===== src/rtl/booth_pkg.sv =====
// Shared types and helpers for the Booth multiplier iteration counter.
package booth_pkg;

  localparam int RADIX2 = 2;
  localparam int RADIX4 = 4;

  typedef enum logic [1:0] {
    IDLE   = 2'd0,
    RUN    = 2'd1,
    FINISH = 2'd2
  } booth_cnt_state_t;

  // Radix-4 recoding retires two multiplier bits per step.
  function automatic int booth_iter_count(input int operand_w, input int radix);
    int cnt_s;
    if (radix == RADIX4) begin
      cnt_s = operand_w / 2;
    end else begin
      cnt_s = operand_w;
    end
    return cnt_s;
  endfunction

endpackage


===== src/rtl/booth_iter_counter.sv =====
// Iteration counter/sequencer for the Booth multiplier datapath.
// Optional step-without-run detection: define BOOTH_CNT_UFLOW_CHK_EN.
module booth_iter_counter
  import booth_pkg::*;
#(
  parameter  int OPERAND_W = 16,
  parameter  int RADIX     = 2,
  localparam int ITER_DEF  = booth_iter_count(OPERAND_W, RADIX),
  localparam int CNT_W     = $clog2(ITER_DEF + 1)
) (
  input  logic             clk,
  input  logic             rst,
  input  logic             ldcnt,
  input  logic             ld_val_en,
  input  logic [CNT_W-1:0] ld_val,
  input  logic             dcr,
  input  logic             hold,
  output logic [CNT_W-1:0] Data_out,
  output logic             busy,
  output logic             cnt_last,
  output logic             cnt_zero,
  output logic             done,
  output logic             uflow_err
);

  generate
    if (!((RADIX == RADIX2) || (RADIX == RADIX4))) begin : g_bad_radix
      $error("booth_iter_counter: RADIX must be 2 or 4");
    end
    if ((OPERAND_W < 2) || ((RADIX == RADIX4) && ((OPERAND_W % 2) != 0))) begin : g_bad_width
      $error("booth_iter_counter: OPERAND_W must be >= 2 and even for radix 4");
    end
  endgenerate

  booth_cnt_state_t state_r;

  // Sequencer: loads take priority over hold, hold over step; busy/done mirror state.
  always_ff @(posedge clk) begin
    if (rst) begin
      state_r  <= IDLE;
      Data_out <= {CNT_W{1'b0}};
      busy     <= 1'b0;
      done     <= 1'b0;
    end else if (ldcnt) begin
      state_r  <= RUN;
      Data_out <= CNT_W'(ITER_DEF);
      busy     <= 1'b1;
      done     <= 1'b0;
    end else if (ld_val_en) begin
      Data_out <= ld_val;
      if (ld_val != {CNT_W{1'b0}}) begin
        state_r <= RUN;
        busy    <= 1'b1;
        done    <= 1'b0;
      end else begin
        state_r <= FINISH;
        busy    <= 1'b0;
        done    <= 1'b1;
      end
    end else begin
      case (state_r)
        IDLE: begin
          busy <= 1'b0;
          done <= 1'b0;
        end
        RUN: begin
          if (hold) begin
            busy <= 1'b1;
          end else if (dcr) begin
            // A zero count in RUN cannot be loaded, but finishing keeps it from wrapping.
            if (Data_out > CNT_W'(1)) begin
              Data_out <= Data_out - CNT_W'(1);
            end else begin
              Data_out <= {CNT_W{1'b0}};
              state_r  <= FINISH;
              busy     <= 1'b0;
              done     <= 1'b1;
            end
          end else begin
            busy <= 1'b1;
          end
        end
        FINISH: begin
          state_r <= IDLE;
          busy    <= 1'b0;
          done    <= 1'b0;
        end
        default: begin
          state_r <= IDLE;
          busy    <= 1'b0;
          done    <= 1'b0;
        end
      endcase
    end
  end

  assign cnt_zero = (Data_out == {CNT_W{1'b0}});
  assign cnt_last = (Data_out == CNT_W'(1)) && (state_r == RUN);

`ifdef BOOTH_CNT_UFLOW_CHK_EN
  // Sticky flag for a step reported while no count is running.
  always_ff @(posedge clk) begin
    if (rst) begin
      uflow_err <= 1'b0;
    end else if (ldcnt || ld_val_en) begin
      uflow_err <= 1'b0;
    end else if (dcr && (state_r != RUN)) begin
      uflow_err <= 1'b1;
      $error("booth_iter_counter: dcr with no iteration running");
    end else begin
      uflow_err <= uflow_err;
    end
  end
`else
  assign uflow_err = 1'b0;
`endif

endmodule

===== config.mk =====
export PLATFORM = sky130hd
export DESIGN_NAME = booth_iter_counter
export DESIGN_NICKNAME = d
export VERILOG_FILES = /design/src/rtl/booth_pkg.sv /design/src/rtl/booth_iter_counter.sv
export SDC_FILE = /design/constraint.sdc
export NUM_CORES = 1
export LEC_CHECK = 0
export BUFFER_PORTS_ARGS = -buffer_cell sky130_fd_sc_hd__buf_2
export CORE_AREA = 4 4 41 43
export DETAILED_ROUTE_END_ITERATION = 10
export DIE_AREA = 0 0 45 47
export GPL_ROUTABILITY_DRIVEN = 1
export PLACE_DENSITY = 0.71
export SYNTH_ARGS = -nofsm -noshare
export SYNTH_HDL_FRONTEND = slang
export SYNTH_SLANG_ARGS = --single-unit

===== constraint.sdc =====
create_clock -name clk -period 4.8 [get_ports clk]
set_clock_uncertainty 0.2 [all_clocks]
set_input_delay 0.48 -clock clk [delete_from_list [all_inputs] [get_ports clk]]
set_output_delay 0.48 -clock clk [all_outputs]
set_load 0.02 [all_outputs]

==> flow_summary.toml <==
[floorplanning]
core_area_sq_um = 1301
die_width_microns = 45
initial_core_util = 0.4298
dieArea_sq_um = 2115
ioPinCount = 21
num_rows = 13
fp.dieH_microns = 47

[global_route]
grt_pass1_vias = 478
grt-ovfl-total = 0
met1_usage = 0.1770
busiest_layer = "met2"
grtUsageTotal = 0.1427
use_met2 = 0.2090
antenna_found_initial = 0
grt_pass1_wl_microns = 2118
grt_max_degree = 13
use_met3 = 0.06513

[routing]
routed_wl_microns = 1312
drtIter0Drc = 15
drt-wirelength-per-cell_microns = 13.25
route.detailed.drc = 0
first_pass_iters = 4
vias = 543
vias_per_cell = 5.485
postRouteAntennaNets = 0

[setup_path]
cp-end-kind = "flip-flop"
critical_path_class = "reg -> reg"
crit_fanout = 5
cp.required_ps = 4770
start_kind = "flip-flop"
critPathArrivalTime_ps = 1900

[yosys]
syn_avg_cell_area_sq_um = 8.604
synth-compound-area-share = 0.2506
syn_inst = 65
ys_ff_latch = 9
async_flop_share = 0
yosysWarnings = 0
synth-xor-area-share = 0.03132
seq_area_frac_synth = 0.3221
synth_edf_count = 0
synth_fa_ha_area_frac = 0.06711
synth_top_family_by_area = "compound AO/OA/AOI/OAI gates"
syn_area_sq_um = 559.3
synth_nets = 79
synthFlopType = "dfxtp_1"
yosysUniqueCellTypes = 33
synth.area.mux_share = 0.01790
synthSimpleGateAreaFrac = 0.2304

[placement]
dp.final_hpwl_microns = 1011
post-place-cells = 95
place_area_sq_um = 654.4
numPortBuffers = 19
place_congestion = 0.8034

[final_layout]
fillCellCount = 132
regArea_sq_um = 180.2
multi_input_comb_area_sq_um = 337.8
fin_util = 0.5231
fin_cells = 99
area_growth_pct = 21.70
fin_nets = 99
n_antenna_cell = 0
drive_above_1_share = 0.3095
final_area_sq_um = 680.7

[cts]
cts_root_buffer = "clkbuf_4"
cts_sinks = 9
cts_resized = 0
cts_tree = "built"
cts_hold_buf = 0
cts_setup_buffers = 0
htree_levels = 1
clock_latency_ps = 270
max-clock-path-buffers = 2
clkSlewWorstSetupHoldPaths_ps = 70
cts_buffers = 3

[worst_hold_path]
worstHoldPathType = "in -> reg"

[timing]
setup_viol = 0
max_freq_mhz = 518.5
hold_viol = 0
worst_slew_pin_slew_ps = 503.4
tns_ps = 0
fin_crit_sh = 0.4018
relSlewSlack = 0.6637
drv_slew = 0
period_needed_ps = 1929
rsz0062_at_grt = "false"

[job]
cap_violations = 0

[power_and_ir_drop]
p_int_uw = 128.1
pwr-share-clk = 0.331
power_density_nw_per_um2 = 272.1
switchingPower_uw = 57.11
irDropWorstVdd_v = 0.0001479
p_comb_frac = 0.228
swShare = 0.3084
seqPwrFrac = 0.442
cellLeakagePower_uw = 0.0003108
finalPower_uw = 185.2

[status]
status = "completed"
logic make-up after synthesis:
family	count (synthesis)
other	1
adder cells (fa/ha/maj)	3
AO/OA/AOI/OAI	17
buffers and inverters	10
flip-flops	9
AND/OR/NAND/NOR	22
XOR/XNOR	2
multiplexers	1
final timing paths:
| kind | from | endpoint | slack [ps] | cells past startpoint |
|---|---|---|---|---|
| worst max-delay path | Data_out[1]$_SDFFE_PP0P_ | Data_out[4]$_SDFFE_PP0P_ | 2870 | 6 |
| worst min register to register | done$_SDFFE_PP0P_ | done$_SDFFE_PP0P_ | 330 | 2 |
| worst max register to register | Data_out[1]$_SDFFE_PP0P_ | Data_out[4]$_SDFFE_PP0P_ | 2870 | 6 |
| worst min-delay path | ld_val[0] | Data_out[0]$_SDFFE_PP0P_ | 260 | 3 |
state kept, by name (all words and copies together) (netlist names):
register and cells:
Data_out 5, busy 1, done 1, state_r 2
cells in the final DEF (no fill, tap or decap), types with 2 or more instances in the layout:
| cell type | instances |
|---|---|
| buf_2 | 19 |
| dfxtp_1 | 9 |
| inv_1 | 6 |
| nor3_1 | 5 |
| nor2_1 | 5 |
| a211oi_1 | 3 |
| ha_1 | 3 |
| clkbuf_4 | 3 |
| nor2b_1 | 2 |
| nor3b_1 | 2 |
| a21oi_1 | 2 |
| nand2_1 | 2 |
| a31oi_1 | 2 |
| a222oi_1 | 2 |
synthesized netlist by cell type (all sizes together), types with 2 or more instances:
master	n	share of area
nor2b	2	0.022
ha	3	0.067
dfxtp	9	0.32
buf	3	0.027
nor2	5	0.034
a211oi	3	0.040
a222oi	2	0.036
nor3	5	0.045
inv	6	0.040
a21oi	2	0.018
a31oi	2	0.022
or3	2	0.031
nand2	2	0.013
nor3b	2	0.027
power groups by stage:
stage | registers [uW] | clock network [uW] | logic, uW
global route | 82.5 | 66.2 | 46.7
global placement | 83.5 | 0 | 41.7
CTS | 81.7 | 63.6 | 42.2
finish | 81.8 | 61.2 | 42.1
floorplan | 86.4 | 0 | 26.5
detailed placement | 83.5 | 0 | 41.9
critical path: stages, from the launching register on:
cell and delay [ps]:
dfxtp_1 380, inv_1 100, ha_1 190, o21ba_2 270
nor2_1 60, or3_1 370, a221oi_1 260
per-stage QoR:
stage,hold WS [ps],setup WS (ps)
final,263.5,2871
after global placement,307.6,2826
after floorplan,378.1,2873
after CTS,262.3,2857
after global routing,283.8,2721
after detailed placement,317.2,2726
cell type report:
cell class	instances	area share
inverters	6	0.03309
flip-flops and latches	9	0.2647
clock buffers	4	0.03860
repair buffers	19	0.1397
multi-input cells	46	0.4963
well taps	15	0.02757
routing by layer:
layer | vias up | wire length (microns) | share of wire
li1 | 275 | - | -
met2 | 16 | 581 | 0.44
met3 | 5 | 100 | 0.076
met5 | - | 0 | 0
met1 | 247 | 609 | 0.46
met4 | 0 | 21 | 0.016
Note: power is estimated with default switching activity, not from simulation.
